[src/rtl/pipeline_stall_ctrl_pkg.sv]
// Shared state encoding and defaults for the pipeline stall/flush sequencer.
// Optional feature macro used by this slice: STALL_PERF_EN.
package pipeline_pkg;

  localparam logic [1:0] ST_RUN      = 2'd0;
  localparam logic [1:0] ST_MDU_BUSY = 2'd1;

  localparam int MDU_TIMEOUT_DEFAULT = 64;

  typedef enum logic [1:0] {
    S_RUN      = ST_RUN,
    S_MDU_BUSY = ST_MDU_BUSY
  } stall_state_e;

endpackage

[src/rtl/pipeline_stall_ctrl_if.sv]
// Hazard inputs and pipeline-control outputs of the stall sequencer.
// With STALL_PERF_EN defined the interface also carries the perf counters.
interface pipeline_stall_ctrl_if;

  logic       hazard_hz;
  logic       branch_taken;
  logic       mdu_start;
  logic       mdu_done;
  logic       dmem_req;
  logic       dmem_ready;

  logic       pc_en;
  logic       ifid_en;
  logic       idex_en;
  logic       exmem_en;
  logic       ifid_flush;
  logic       idex_bubble;
  logic       exmem_bubble;
  logic       memwb_bubble;
  logic       mdu_timeout;
  logic [1:0] stall_state;
`ifdef STALL_PERF_EN
  logic [31:0] stall_cycles;
  logic [31:0] flush_count;
`endif

  modport master (
    output hazard_hz, branch_taken, mdu_start, mdu_done, dmem_req, dmem_ready,
    input  pc_en, ifid_en, idex_en, exmem_en,
    input  ifid_flush, idex_bubble, exmem_bubble, memwb_bubble,
`ifdef STALL_PERF_EN
    input  stall_cycles, flush_count,
`endif
    input  mdu_timeout, stall_state
  );

  modport slave (
    input  hazard_hz, branch_taken, mdu_start, mdu_done, dmem_req, dmem_ready,
    output pc_en, ifid_en, idex_en, exmem_en,
    output ifid_flush, idex_bubble, exmem_bubble, memwb_bubble,
`ifdef STALL_PERF_EN
    output stall_cycles, flush_count,
`endif
    output mdu_timeout, stall_state
  );

endinterface

[src/rtl/pipeline_stall_ctrl_watchdog.sv]
// MDU busy watchdog: counts unfrozen busy cycles and raises a sticky flag
// when the op exceeds TIMEOUT cycles without completing.
module mdu_watchdog #(
  parameter int TIMEOUT = 64
) (
  input  logic clk,
  input  logic reset,
  input  logic clear,
  input  logic cnt_en,
  input  logic done,
  output logic expired,
  output logic timeout_flag
);

  localparam int W = $clog2(TIMEOUT + 1);
  localparam logic [W-1:0] LIMIT = W'(TIMEOUT - 1);

  logic [W-1:0] cnt_q, cnt_d;
  logic         flag_q, flag_d;

  // The compare alone; the caller only acts on it in a counting cycle.
  assign expired      = (cnt_q == LIMIT) && !done;
  assign timeout_flag = flag_q;

  // Next counter value and sticky flag.
  always_comb begin
    cnt_d  = cnt_q;
    flag_d = flag_q;
    if (clear) begin
      cnt_d = {W{1'b0}};
    end else if (cnt_en && !done) begin
      cnt_d = cnt_q + W'(1);
      if (expired) begin
        flag_d = 1'b1;
      end else begin
        flag_d = flag_q;
      end
    end else begin
      cnt_d = cnt_q;
    end
  end

  // Watchdog state registers.
  always_ff @(posedge clk) begin
    if (reset) begin
      cnt_q  <= {W{1'b0}};
      flag_q <= 1'b0;
    end else begin
      cnt_q  <= cnt_d;
      flag_q <= flag_d;
    end
  end

endmodule

[src/rtl/pipeline_stall_ctrl.sv]
// Central stall/flush sequencer: arbitrates reset, memory freeze, MDU stall,
// branch flush and load-use stall. STALL_PERF_EN adds perf counters.
module pipeline_stall_ctrl
  import pipeline_pkg::*;
#(
  parameter int MDU_TIMEOUT = MDU_TIMEOUT_DEFAULT
) (
  input  logic                  clk,
  input  logic                  reset,
  pipeline_stall_ctrl_if.slave  bus
);

  stall_state_e state_q, state_d;
  logic         done_pending_q, done_pending_d;

  logic freeze_s, done_eff_s, mdu_stall_s;
  logic wd_clear_s, wd_cnt_en_s, wd_expired_s, wd_flag_s;
  logic pc_en_s, ifid_en_s, idex_en_s, exmem_en_s;
  logic ifid_flush_s, idex_bubble_s, exmem_bubble_s, memwb_bubble_s;

  assign freeze_s    = bus.dmem_req && !bus.dmem_ready;
  assign done_eff_s  = bus.mdu_done || done_pending_q;
  assign mdu_stall_s = ((state_q == S_MDU_BUSY) && !done_eff_s) ||
                       ((state_q == S_RUN) && bus.mdu_start && !bus.mdu_done);

  // Mealy control outputs and next state, in hazard-priority order.
  always_comb begin
    pc_en_s        = 1'b1;
    ifid_en_s      = 1'b1;
    idex_en_s      = 1'b1;
    exmem_en_s     = 1'b1;
    ifid_flush_s   = 1'b0;
    idex_bubble_s  = 1'b0;
    exmem_bubble_s = 1'b0;
    memwb_bubble_s = 1'b0;
    state_d        = state_q;
    done_pending_d = done_pending_q;
    wd_clear_s     = 1'b0;
    wd_cnt_en_s    = 1'b0;
    if (reset) begin
      pc_en_s        = 1'b0;
      ifid_en_s      = 1'b0;
      idex_en_s      = 1'b0;
      exmem_en_s     = 1'b0;
      ifid_flush_s   = 1'b1;
      idex_bubble_s  = 1'b1;
      exmem_bubble_s = 1'b1;
      memwb_bubble_s = 1'b1;
      state_d        = S_RUN;
      done_pending_d = 1'b0;
    end else if (freeze_s) begin
      pc_en_s        = 1'b0;
      ifid_en_s      = 1'b0;
      idex_en_s      = 1'b0;
      exmem_en_s     = 1'b0;
      memwb_bubble_s = 1'b1;
      // A completion seen while frozen must survive until the release cycle.
      if ((state_q == S_MDU_BUSY) && bus.mdu_done) begin
        done_pending_d = 1'b1;
      end else begin
        done_pending_d = done_pending_q;
      end
    end else if (mdu_stall_s) begin
      pc_en_s        = 1'b0;
      ifid_en_s      = 1'b0;
      idex_en_s      = 1'b0;
      exmem_bubble_s = 1'b1;
      if (state_q == S_RUN) begin
        state_d        = S_MDU_BUSY;
        wd_clear_s     = 1'b1;
        done_pending_d = 1'b0;
      end else begin
        wd_cnt_en_s = 1'b1;
        if (wd_expired_s) begin
          state_d = S_RUN;
        end else begin
          state_d = state_q;
        end
      end
    end else if (state_q == S_MDU_BUSY) begin
      state_d        = S_RUN;
      done_pending_d = 1'b0;
    end else if (bus.branch_taken) begin
      ifid_flush_s  = 1'b1;
      idex_bubble_s = 1'b1;
    end else if (bus.hazard_hz) begin
      pc_en_s       = 1'b0;
      ifid_en_s     = 1'b0;
      idex_bubble_s = 1'b1;
    end else begin
      state_d = state_q;
    end
    // An unencoded state recovers to RUN.
    case (state_q)
      S_RUN, S_MDU_BUSY: state_d = state_d;
      default:           state_d = S_RUN;
    endcase
  end

  // Stall FSM state and pending-done latch.
  always_ff @(posedge clk) begin
    if (reset) begin
      state_q        <= S_RUN;
      done_pending_q <= 1'b0;
    end else begin
      state_q        <= state_d;
      done_pending_q <= done_pending_d;
    end
  end

  mdu_watchdog #(
    .TIMEOUT (MDU_TIMEOUT)
  ) u_watchdog (
    .clk          (clk),
    .reset        (reset),
    .clear        (wd_clear_s),
    .cnt_en       (wd_cnt_en_s),
    .done         (done_eff_s),
    .expired      (wd_expired_s),
    .timeout_flag (wd_flag_s)
  );

  assign bus.pc_en        = pc_en_s;
  assign bus.ifid_en      = ifid_en_s;
  assign bus.idex_en      = idex_en_s;
  assign bus.exmem_en     = exmem_en_s;
  assign bus.ifid_flush   = ifid_flush_s;
  assign bus.idex_bubble  = idex_bubble_s;
  assign bus.exmem_bubble = exmem_bubble_s;
  assign bus.memwb_bubble = memwb_bubble_s;
  assign bus.mdu_timeout  = wd_flag_s;
  assign bus.stall_state  = state_q;

`ifdef STALL_PERF_EN
  logic [31:0] stall_cycles_q, stall_cycles_d;
  logic [31:0] flush_count_q, flush_count_d;

  // Perf counter increments; both wrap naturally at 2^32.
  always_comb begin
    stall_cycles_d = stall_cycles_q;
    flush_count_d  = flush_count_q;
    if (!reset && !pc_en_s) begin
      stall_cycles_d = stall_cycles_q + 32'd1;
    end else begin
      stall_cycles_d = stall_cycles_q;
    end
    if (!reset && ifid_flush_s) begin
      flush_count_d = flush_count_q + 32'd1;
    end else begin
      flush_count_d = flush_count_q;
    end
  end

  // Perf counter registers.
  always_ff @(posedge clk) begin
    if (reset) begin
      stall_cycles_q <= 32'd0;
      flush_count_q  <= 32'd0;
    end else begin
      stall_cycles_q <= stall_cycles_d;
      flush_count_q  <= flush_count_d;
    end
  end

  assign bus.stall_cycles = stall_cycles_q;
  assign bus.flush_count  = flush_count_q;
`endif

endmodule

[src/flat_wrapper.sv]
// flat-port wrapper written by rule: the top's interface ports become plain ports
module pipeline_stall_ctrl_flat import pipeline_pkg::*;
#(
  parameter int MDU_TIMEOUT = MDU_TIMEOUT_DEFAULT
)
  (clk, reset, bus_hazard_hz, bus_branch_taken, bus_mdu_start, bus_mdu_done, bus_dmem_req, bus_dmem_ready, bus_pc_en, bus_ifid_en, bus_idex_en, bus_exmem_en, bus_ifid_flush, bus_idex_bubble, bus_exmem_bubble, bus_memwb_bubble, bus_mdu_timeout, bus_stall_state);
  pipeline_stall_ctrl_if bus_i ();
  input  logic clk;
  input  logic reset;
  input wire logic [$bits(bus_i.hazard_hz)-1:0] bus_hazard_hz;
  input wire logic [$bits(bus_i.branch_taken)-1:0] bus_branch_taken;
  input wire logic [$bits(bus_i.mdu_start)-1:0] bus_mdu_start;
  input wire logic [$bits(bus_i.mdu_done)-1:0] bus_mdu_done;
  input wire logic [$bits(bus_i.dmem_req)-1:0] bus_dmem_req;
  input wire logic [$bits(bus_i.dmem_ready)-1:0] bus_dmem_ready;
  output wire logic [$bits(bus_i.pc_en)-1:0] bus_pc_en;
  output wire logic [$bits(bus_i.ifid_en)-1:0] bus_ifid_en;
  output wire logic [$bits(bus_i.idex_en)-1:0] bus_idex_en;
  output wire logic [$bits(bus_i.exmem_en)-1:0] bus_exmem_en;
  output wire logic [$bits(bus_i.ifid_flush)-1:0] bus_ifid_flush;
  output wire logic [$bits(bus_i.idex_bubble)-1:0] bus_idex_bubble;
  output wire logic [$bits(bus_i.exmem_bubble)-1:0] bus_exmem_bubble;
  output wire logic [$bits(bus_i.memwb_bubble)-1:0] bus_memwb_bubble;
  output wire logic [$bits(bus_i.mdu_timeout)-1:0] bus_mdu_timeout;
  output wire logic [$bits(bus_i.stall_state)-1:0] bus_stall_state;
  assign bus_i.hazard_hz = bus_hazard_hz;
  assign bus_i.branch_taken = bus_branch_taken;
  assign bus_i.mdu_start = bus_mdu_start;
  assign bus_i.mdu_done = bus_mdu_done;
  assign bus_i.dmem_req = bus_dmem_req;
  assign bus_i.dmem_ready = bus_dmem_ready;
  assign bus_pc_en = bus_i.pc_en;
  assign bus_ifid_en = bus_i.ifid_en;
  assign bus_idex_en = bus_i.idex_en;
  assign bus_exmem_en = bus_i.exmem_en;
  assign bus_ifid_flush = bus_i.ifid_flush;
  assign bus_idex_bubble = bus_i.idex_bubble;
  assign bus_exmem_bubble = bus_i.exmem_bubble;
  assign bus_memwb_bubble = bus_i.memwb_bubble;
  assign bus_mdu_timeout = bus_i.mdu_timeout;
  assign bus_stall_state = bus_i.stall_state;
  pipeline_stall_ctrl #(.MDU_TIMEOUT(MDU_TIMEOUT)) u_core (.clk(clk), .reset(reset), .bus(bus_i));
endmodule
[config.mk]
export PLATFORM = sky130hd
export DESIGN_NAME = pipeline_stall_ctrl_flat
export DESIGN_NICKNAME = d
export VERILOG_FILES = /design/src/rtl/pipeline_stall_ctrl_pkg.sv /design/src/rtl/pipeline_stall_ctrl_if.sv /design/src/rtl/pipeline_stall_ctrl_watchdog.sv /design/src/rtl/pipeline_stall_ctrl.sv /design/src/flat_wrapper.sv
export SDC_FILE = /design/constraint.sdc
export NUM_CORES = 1
export LEC_CHECK = 0
export BUFFER_PORTS_ARGS = -buffer_cell sky130_fd_sc_hd__buf_2
export CAP_MARGIN = 0
export CORE_UTILIZATION = 35
export CTS_BUF_LIST = sky130_fd_sc_hd__clkbuf_8
export CTS_CLUSTER_SIZE = 25
export DETAILED_ROUTE_END_ITERATION = 10
export HOLD_SLACK_MARGIN = 0.12
export PLACE_DENSITY = 0.59
export SYNTH_ARGS = -nofsm -noshare
export SYNTH_HDL_FRONTEND = slang
export SYNTH_SLANG_ARGS = --single-unit
[constraint.sdc]
create_clock -name clk -period 2.4 [get_ports clk]
set_input_delay 0.24 -clock clk [delete_from_list [all_inputs] [get_ports clk]]
set_output_delay 0.24 -clock clk [all_outputs]
set_load 0.03 [all_outputs]
==> results.txt, run 1 <==
status = completed
die height = 43.08 um
WL per Instance = 10.87 um
core box area = 1541 sq um
via density per instance = 5.019
RSZ-0062 raised after global routing = no
Row Count = 14
CTS sink cnt = 10
Worst-Skew Late Latency = 0.24 ns
Yosys reg bits = 10
antenna diode count = 0
post-synthesis sequential area ratio = 0.3390
FILL cells = 165
Synthesized Nets = 85
Starting Density = 0.3831
minimum clock period after layout = 1.897 ns
worst hold path type = primary input to flip-flop
Tcrit/Tclk final = 0.7904
vias in the first global route = 477
routing usage on met1 = 0.1958
Synth Warn # = 0
dpl cell area = 660.6 sq um
Hold Vio Cnt, Final = 0
Top Usage Layer GRT = met2
detailed placement HPWL = 842.1 um
clk slew on worst S/H paths = 0.05 ns
Max Clock Freq = 0.5271 GHz
DR iter-0 viols = 8
Synth area leader = dfxtp_1
CTS Buf Count = 3
top cell type's share of synthesized area = 0.3390
# IOs = 19
Slowest cell on crit path = or4_1
Arrival @ worst endpoint = 2.07 ns
cts hold-fix bufs = 0
global-route usage over all layers = 0.1584
FF+latch area = 200.2 sq um
Clock Skew = 0.002513 ns
Final Max Slew Viols = 0
Final WS setup = 0.5030 ns
post_cts resized = 0
Max Cap Viol = 0
remaining global-route overflow = 0
Setup crit start kind = flip-flop
Lkg Pwr = 0.3127 nW
Final Power = 458.0 uW
first-pass GRT wire length = 2111 um
Setup Fix Bufs, Post-CTS = 0
Least-Margin Pin Slew = 0.6273 ns
Via Count = 537
Crit Path Max Fanout = 7
final setup violating endpoints = 0
worst slack at placement = 0.4680 ns
largest net degree at the start of global routing = 11
crit-path max cell delay = 0.49 ns
drt pass-1 iters = 4
# DRC = 0
Worst slew margin = 0.5809
number of port buffers = 17
met3 usage = 0.06383
worst-path cell chain = or3b_4, or3_1, or4_1, a21oi_1
CP endpoint kind = flip-flop
hold path start = reset
Final ANT Viol Nets = 0
clock buffer depth = 2
WS Path Type = flip-flop to flip-flop
CP required = 2.57 ns
Post-Syn Area = 590.6 sq um
width of the die = 43.08 um
TritonCTS clock tree = yes
Crit. Startpoint = u_core.done_pending_q
VDD IR max = 0.4012 mV
post-route cell area = 715.7 sq um
layout cell share with drive strength beyond 1 = 0.2747
Total Wirelength = 1163 um
Root Driver = clkbuf_8
delay-heaviest family, CP = simple AND/OR/NAND/NOR gates
Area growth, synth to finish = 21.19%
buffers and inverters on the worst path = 0
Reg2Reg Launch Point = u_core.done_pending_q
mean area per synthesized cell = 7.771 sq um
initial antenna violation count = 0
RePlAce Congestion = 0.6972
Synth area leaders = dfxtp_1 34%, nor2_1 6.4%, a21oi_1 5.1%, xnor2_1 4.4%, o31ai_1 3.8%
fin nets = 101
Syn Inst Count = 76
PwrDens = 640.0 nW/um^2
setup_tns = 0 ns
Multi-input gate area = 332.8 sq um
Die Area = 1855 sq um
H-tree Lvls = 1
synth unique cells = 29
GR Util met2 = 0.2212
==> logic make-up (layout without fill, tap and decap cells) <==
kind of cell,after synthesis,count (layout),synth area share
simple gates,33,33,0.2945
compound gates,14,14,0.1483
buf+inv,11,26,0.09743
flops,10,10,0.3390
xor+xnor,4,4,0.05933
mux,2,2,0.03390
fa+ha+maj,1,1,0.02118
other cells,1,1,0.006350
==> cells in the final DEF, fill, tap and decap left out, drive strengths merged <==
cell	netlist	routed
o21ai	2	2
buf	4	18
a211o	1	1
nor2b	2	2
xnor2	3	3
xor2	1	1
nor3	2	2
o31ai	3	3
mux2i	2	2
or3b	1	1
inv	4	4
nor3b	1	1
a21oi	6	6
nor4	3	3
conb	1	1
nand2	5	5
dfxtp	10	10
o311ai	1	1
or2	2	2
ha	1	1
a21o	1	1
clkbuf	3	4
or4	2	2
nand3	3	3
or3	1	1
nor2	10	10
nor4b	1	1
==> stage by stage <==
step | hold WS [ns] | utilization | instances
after detailed placement | 0.4390 | 0.4286 | 103
after global routing | 0.2659 | 0.4643 | 107
final | 0.2672 | 0.4643 | 107
after CTS | 0.2566 | 0.4643 | 107
after floorplan | 0.4365 | - | 76
after global placement | 0.4319 | 0.4286 | 103
==> cells in the mapped netlist <==
cell type / number
a21o_1: 1
a21oi_1: 6
a211o_1: 1
nor4b_1: 1
o31ai_1: 3
o21ai_0: 2
or2_2: 2
or4_1: 2
nor3_1: 2
buf_4: 2
conb_1: 1
xor2_1: 1
nor2b_1: 2
o311ai_0: 1
nand3_1: 3
clkbuf_1: 3
or3b_4: 1
buf_6: 1
dfxtp_1: 10
nor2_1: 10
nor3b_1: 1
buf_2: 1
xnor2_1: 3
ha_1: 1
mux2i_1: 2
nor4_1: 3
nand2_1: 5
or3_1: 1
inv_1: 4
==> metal layers <==
metal  part of all wire  wire (um)
met1               0.50        581
met3              0.067         78
met4              0.031         36
met2               0.40        468
met5                  0          0
==> sequential cells by signal (all words and copies together) (netlist names) <==
register and count:
u_core.u_watchdog.timeout_flag 1, u_core.u_watchdog.cnt_q 7, u_core.bus.stall_state 1, u_core.done_pending_q 1
==> path summary, 6_finish.rpt <==
path,slack [ns],cells after the start,endpoint
setup / recovery,0.50,4,u_core.u_watchdog.cnt_q[5]
hold / removal,0.27,2,u_core.bus.stall_state[0]
setup reg to reg,0.50,4,u_core.u_watchdog.cnt_q[5]
hold reg to reg,0.45,1,u_core.u_watchdog.timeout_flag
==> layout make-up <==
type / count / share of cell area
inverter: 4 / 0.02098
timing repair buffer: 18 / 0.1294
multi-input combinational: 55 / 0.4650
clock buffer: 4 / 0.07692
tap: 16 / 0.02797
sequential: 10 / 0.2797
==> where the power goes <==
part	leakage [nW]	switching, mW	internal, mW
logic	0.203	0.0519	0.0250
clock network	0.0288	0.0670	0.144
registers	0.0807	0.00144	0.168
==> worst reg2reg max path: cells and delay by family (launching register included) <==
family / cells / cell delay (ns)
flops: 1 / 0.33
simple gates: 3 / 1.35
compound gates: 1 / 0.15
Note: power is estimated with default switching activity, not from simulation.
==> inputs of run 2 (changes only) <==
--- a/config.mk
+++ b/config.mk
@@ -12,7 +12,7 @@
 export CTS_CLUSTER_SIZE = 25
 export DETAILED_ROUTE_END_ITERATION = 10
 export HOLD_SLACK_MARGIN = 0.12
-export PLACE_DENSITY = 0.59
+export PLACE_DENSITY = 0.61
 export SYNTH_ARGS = -nofsm -noshare
 export SYNTH_HDL_FRONTEND = slang
 export SYNTH_SLANG_ARGS = --single-unit
==> constraint.sdc (replaced) <==
create_clock -name clk -period 1.6 [get_ports clk]
set_input_delay 0.16 -clock clk [delete_from_list [all_inputs] [get_ports clk]]
set_output_delay 0.16 -clock clk [all_outputs]
set_load 0.03 [all_outputs]
==> results.txt, run 2 (same netlist as run 1, synthesis figures left out) <==
cts hold-fix bufs = 0 (unchanged)
hold depth = 2 (unchanged)
Final Power = 693.2 uW (+51%)
Row Count = 14 (unchanged)
Max Clock Freq = 0.6017 GHz (+14%)
WS Path Type = flip-flop to flip-flop
worst hold path type = primary input to flip-flop
commonest non-fill, non-tap cells in the layout = 17 x buf_2, 10 x nor2_1, 9 x dfxtp_1, 7 x buf_4
largest net degree at the start of global routing = 11 (unchanged)
R2R Setup Slk = -0.06 ns (-0.56 ns)
Via Count = 572 (+6.5%)
Biggest register = u_core.u_watchdog.cnt_q
Slowest cell on crit path = or4_1
RSZ-0062 raised after global routing = yes
RePlAce Congestion = 0.7689 (+10%)
drt pass-1 iters = 4 (unchanged)
Starting Density = 0.3831 (unchanged)
clk slew on worst S/H paths = 0.05 ns (about the same)
vias in the first global route = 472 (-1.0%)
setup_tns = -0.1046 ns (-0.1046 ns)
Setup Fix Bufs, Post-CTS = 0 (unchanged)
worst-path cell chain = or3b_4, or3_4, or4_1, a21oi_1
clock buffer depth = 2 (unchanged)
number of port buffers = 17 (unchanged)
Max Cap Viol = 0 (unchanged)
Total Wirelength = 1331 um (+14%)
initial antenna violation count = 0 (unchanged)
post-route cell area = 789.5 sq um (+10%)
die height = 43.08 um (unchanged)
first-pass GRT wire length = 1897 um (-10%)
PwrDens = 878.0 nW/um^2 (+37%)
delay-heaviest family, CP = simple AND/OR/NAND/NOR gates
layout cell share with drive strength beyond 1 = 0.3814 (+0.1067)
Crit Path Max Fanout = 4 (-3)
Final Util = 0.5122 (+0.04789)
status = finished, violations left
hold_ws = 0.2109 ns (-0.05626 ns)
width of the die = 43.08 um (unchanged)
H-tree Lvls = 1 (unchanged)
Crit. path cell count = 4 (unchanged)
Final WS setup = -0.06188 ns (-0.5649 ns)
remaining global-route overflow = 0 (unchanged)
Hold Vio Cnt, Final = 0 (unchanged)
WL per Instance = 11.78 um (+8.4%)
dpl cell area = 713.2 sq um (+8.0%)
crit-path max cell delay = 0.41 ns (-0.08 ns)
CP required = 1.76 ns (-0.81 ns)
detailed placement HPWL = 935.4 um (+11%)
core box area = 1541 sq um (unchanged)
most common cell after layout, fill and taps aside = buf_2
VDD IR max = 0.5138 mV (+28%)
TritonCTS clock tree = yes
fin nets = 107 (+5.9%)
Lkg Pwr = 0.3444 nW (+10%)
Worst-Skew Late Latency = 0.23 ns (about the same)
Setup crit start kind = flip-flop
DR iter-0 viols = 5 (-3)
via density per instance = 5.062 (+0.86%)
Arrival @ worst endpoint = 1.83 ns (-0.24 ns)
minimum clock period after layout = 1.662 ns (-0.2351 ns)
CTS Buf Count = 3 (unchanged)
r2r worst-path depth = 4 (unchanged)
# DRC = 0 (unchanged)
# IOs = 19 (unchanged)
failing checks = negative setup slack
Final Max Slew Viols = 0 (unchanged)
Final ANT Viol Nets = 0 (unchanged)
antenna diode count = 0 (unchanged)
global-route usage over all layers = 0.1345 (-0.02386)
Die Area = 1855 sq um (unchanged)
buffers and inverters on the worst path = 0 (unchanged)
Area growth, synth to finish = 33.69%
Clock Skew = 0.002388 ns (-0.0001247 ns)
Root Driver = clkbuf_8
number of flip-flops in the largest register = 7 (unchanged)
final setup violating endpoints = 2 (+2)
CTS sink cnt = 10 (unchanged)
CP endpoint kind = flip-flop
Tcrit/Tclk final = 1.039 (+0.2482)
==> run 2: through the flow <==
| step | worst slack, ns | cells |
|---|---|---|
| floorplan | -0.3874 | 76 |
| global placement | -0.09183 | 109 |
| detailed placement | -0.1432 | 109 |
| CTS | -0.08236 | 113 |
| global route | -0.09826 | 113 |
| finish | -0.06188 | 113 |
==> run 2: power breakdown <==
| part | switching, mW | internal (mW) | total (mW) |
|---|---|---|---|
| sequential | 0.00171 | 0.252 | 0.254 |
| combinational | 0.0838 | 0.0456 | 0.129 |
| clock | 0.0941 | 0.216 | 0.310 |
| total | 0.180 | 0.514 | 0.693 |
==> run 2: what timing repair did <==
item,CTS,global route
endpoints found under the hold margin,0,0
resized for setup,1,3
pin swaps,2,1
setup endpoints to repair,5,4
==> run 2: layer usage <==
| layer | up-vias | part of all wire | global-route usage | wire length [um] |
|---|---|---|---|---|
| met4 | 0 | 0.0060 | 0.05455 | 8 |
| met1 | 257 | 0.47 | 0.1844 | 624 |
| met2 | 9 | 0.49 | 0.1970 | 652 |
| met3 | 2 | 0.035 | 0.03830 | 47 |
| li1 | 304 | - | - | - |
| met5 | - | 0 | 0 | 0 |
==> run 2: path summary, 6_finish.rpt <==
kind	from	to
setup / recovery	u_core.bus.stall_state[0]	u_core.u_watchdog.cnt_q[5]
hold / removal	reset	u_core.bus.stall_state[0]
setup reg to reg	u_core.bus.stall_state[0]	u_core.u_watchdog.cnt_q[5]
hold reg to reg	u_core.u_watchdog.timeout_flag	u_core.u_watchdog.timeout_flag
==> run 2: layout make-up <==
cell class                      instances  area (sq um)
Clock buffer                            4         55.05
Fill cell                             163         752.0
Inverter                                4         15.01
Multi-Input combinational cell         55         357.8
Sequential cell                        10         203.9
Tap cell                               16         20.02
Timing Repair Buffer                   24         137.6
==> run 2: worst register-to-register path, delay by kind of cell, from the launching register on <==
family,cells,cell delay (ns)
simple gates,3,1.13
flops,1,0.33
compound gates,1,0.14
==> inputs of run 3 (changes only) <==
--- a/config.mk
+++ b/config.mk
@@ -5,6 +5,7 @@
 export SDC_FILE = /design/constraint.sdc
 export NUM_CORES = 1
 export LEC_CHECK = 0
+export ABC_AREA = 1
 export BUFFER_PORTS_ARGS = -buffer_cell sky130_fd_sc_hd__buf_2
 export CAP_MARGIN = 0
 export CORE_UTILIZATION = 35
@@ -12,7 +13,7 @@
 export CTS_CLUSTER_SIZE = 25
 export DETAILED_ROUTE_END_ITERATION = 10
 export HOLD_SLACK_MARGIN = 0.12
-export PLACE_DENSITY = 0.61
+export PLACE_DENSITY = 0.6
 export SYNTH_ARGS = -nofsm -noshare
 export SYNTH_HDL_FRONTEND = slang
 export SYNTH_SLANG_ARGS = --single-unit
==> results.txt, run 3 <==
remaining global-route overflow = 0 (unchanged)
top cell type's share of synthesized area = 0.3226 (-0.01640)
first-pass GRT wire length = 2139 um (+13%)
EDFF count, synth = 0 (unchanged)
RSZ-0062 raised after global routing = yes
WL per Instance = 9.952 um (-16%)
Clock Skew = 0.001832 ns (-0.0005561 ns)
ys flop type = dfxtp_1
synth unique cells = 23 (-21%)
cell mode on critical path = nand3_1
final cell count without fillers = 126 (+12%)
Synth area leaders = dfxtp_1 32%, nand2_1 14%, inv_1 7.9%, a21oi_1 7.3%, nand3_1 6.5%
top-count cell post-synth = nand2_1
R2R Setup Slk = 0.29 ns (+0.35 ns)
global-route usage over all layers = 0.1511 (+0.01656)
FILL cells = 175 (+7.4%)
Synthesized Nets = 101 (+19%)
fin nets = 121 (+13%)
Via Count = 593 (+3.7%)
commonest non-fill, non-tap cells in the layout = 22 x nand2_1, 15 x buf_2, 13 x inv_1, 9 x a21oi_1, 9 x dfxtp_1
mean area per synthesized cell = 6.746 sq um (-13%)
# IOs = 19 (unchanged)
detailed placement HPWL = 950.5 um (+1.6%)
worst slack at placement = 0.2373 ns (+0.3805 ns)
routing usage on met1 = 0.1925 (+0.008084)
Row Count = 14 (unchanged)
cts hold-fix bufs = 0 (unchanged)
status = completed
CP endpoint kind = primary output
width of the die = 44.11 um (+2.4%)
Top Usage Layer GRT = met2
Area growth, synth to finish = 25.81%
WS Path Type = flip-flop to primary output
Max Cap Viol = 0 (unchanged)
asr flop ratio synth = 0 (unchanged)
CTS Buf Count = 3 (unchanged)
initial antenna violation count = 0 (unchanged)
Post-Syn Area = 620.6 sq um (+5.1%)
core box area = 1577 sq um (+2.3%)
VDD IR max = 0.8307 mV (+62%)
Lkg Pwr = 0.3199 nW (-7.1%)
placed insts = 122 (+12%)
Worst-Skew Late Latency = 0.24 ns (about the same)
vias in the first global route = 541 (+15%)
R2R Path End = u_core.bus.stall_state[0]
largest net degree at the start of global routing = 13 (+2)
Tcrit/Tclk final = 0.9478 (-0.09090)
number of flip-flops in the largest register = 7 (unchanged)
Biggest register = u_core.u_watchdog.cnt_q
delay-heaviest family, CP = simple AND/OR/NAND/NOR gates
Crit Path Max Fanout = 5 (+1)
RePlAce Congestion = 0.7911 (+2.9%)
Root Driver = clkbuf_8
worst-path cell chain = inv_1, nand3_1, nand2_4, nor2_4, nand3_1, nand2_1, clkbuf_4
drt pass-1 iters = 4 (unchanged)
Hold Vio Cnt, Final = 0 (unchanged)
Starting Density = 0.3937 (+0.01053)
clock buffer depth = 2 (unchanged)
CP required = 1.44 ns (-0.32 ns)
Syn Inst Count = 92 (+21%)
Final Power = 645.5 uW (-6.9%)
Arrival @ worst endpoint = 1.36 ns (-0.47 ns)
Synth Warn # = 0 (unchanged)
synth cell count leaders = 23 x nand2_1, 13 x inv_1, 10 x dfxtp_1, 9 x a21oi_1
Yosys reg bits = 10 (unchanged)
Reg2Reg Launch Point = u_core.u_watchdog.cnt_q[0]
PwrDens = 826.7 nW/um^2 (-5.8%)
layout cell share with drive strength beyond 1 = 0.3182 (-0.06326)
final setup violating endpoints = 0 (-2)
setup_tns = 0 ns (+0.1046 ns)
post-synthesis sequential area ratio = 0.3226 (-0.01640)
Final Max Slew Viols = 0 (unchanged)
crit-path max cell delay = 0.37 ns (-0.04 ns)
Slowest cell on crit path = dfxtp_4
clk slew on worst S/H paths = 0.04 ns (about the same)
Die Area = 1946 sq um (+4.9%)
TritonCTS clock tree = yes
minimum clock period after layout = 1.516 ns (-0.1454 ns)
number of port buffers = 17 (unchanged)
Final WS setup = 0.08355 ns (+0.1454 ns)
CTS sink cnt = 10 (unchanged)
GR Util met2 = 0.2235 (+0.02656)
Synth area leader = dfxtp_1
most common cell after layout, fill and taps aside = nand2_1
Final ANT Viol Nets = 0 (unchanged)
Setup crit start kind = flip-flop
DR iter-0 viols = 11 (+6)
via density per instance = 4.706 (-7.0%)
Max Clock Freq = 0.6594 GHz (+9.6%)
worst hold path type = primary input to flip-flop
hold_ws = 0.1351 ns (-0.07586 ns)
# DRC = 0 (unchanged)
H-tree Lvls = 1 (unchanged)
met3 usage = 0.04898 (+0.01068)
r2r worst-path depth = 6 (+2)
antenna diode count = 0 (unchanged)
Worst Hold End = u_core.u_watchdog.timeout_flag
hold depth = 2 (unchanged)
die height = 44.11 um (+2.4%)
Total Wirelength = 1254 um (-5.8%)
hold path start = reset
buffers and inverters on the worst path = 2 (+2)
[run 3: cells by family (layout without fill, tap and decap cells)]
group           after synthesis  in the layout  synth area share
simple gates                 47             47            0.3811
compound gates               15             15            0.1371
other cells                   1              1          0.006043
fa+ha+maj                     1              1           0.02016
flops                        10             10            0.3226
buf+inv                      18             36            0.1330
[run 3: how the worst max path moves through the flow]
stage	startpoint	to	slack, ns	cells past startpoint
2_1_floorplan	u_core.bus.stall_state[0]	bus_pc_en	0.06	6
3_3_place_gp	u_core.done_pending_q	bus_idex_bubble	0.26	7
3_5_place_dp	u_core.done_pending_q	bus_idex_bubble	0.24	7
4_1_cts	u_core.bus.stall_state[0]	bus_idex_bubble	0.02	7
5_1_grt	u_core.bus.stall_state[0]	bus_idex_bubble	-0.0006	7
6_report	u_core.bus.stall_state[0]	bus_ifid_flush	0.08	7
[run 3: routing by layer]
layer	share of wire	wire [um]
met3	0.045	57
met2	0.47	585
met4	0.020	25
met1	0.47	584
met5	0	0
[run 3: final cells by class]
| class | instances | area (sq um) | share of cell area |
|---|---|---|---|
| sequential | 10 | 203.9 | 0.2612 |
| multi-input combinational | 64 | 361.6 | 0.4631 |
| tap | 16 | 20.02 | 0.02564 |
| inverter | 15 | 56.30 | 0.07212 |
| timing repair buffer | 18 | 97.59 | 0.1250 |
| clock buffer | 3 | 41.29 | 0.05288 |
[run 3: repair_timing]
item	in CTS	in global routing
resized for setup	1	7
setup buffers	0	1
endpoints found under the setup margin	2	2
pin swaps	0	1
[run 3: per-stage QoR]
stage	cell area, sq um	util
after floorplan	630.6	-
after CTS	753.2	0.4778
after detailed placement	709.4	0.4500
after global routing	780.7	0.4952
final	780.7	0.4952
after global placement	709.4	0.4500
[run 3: power by group]
group	switching (mW)	internal, mW	total, mW
sequential	0.00358	0.252	0.255
combinational	0.0873	0.0431	0.130
clock	0.0953	0.164	0.260
total	0.186	0.459	0.645
[run 3: worst reg2reg max path, delay by kind of cell (launching register included)]
kind            cells  cell delay [ns]
flops               1             0.38
simple gates        4             0.48
compound gates      1             0.13
fa+ha+maj           1             0.21
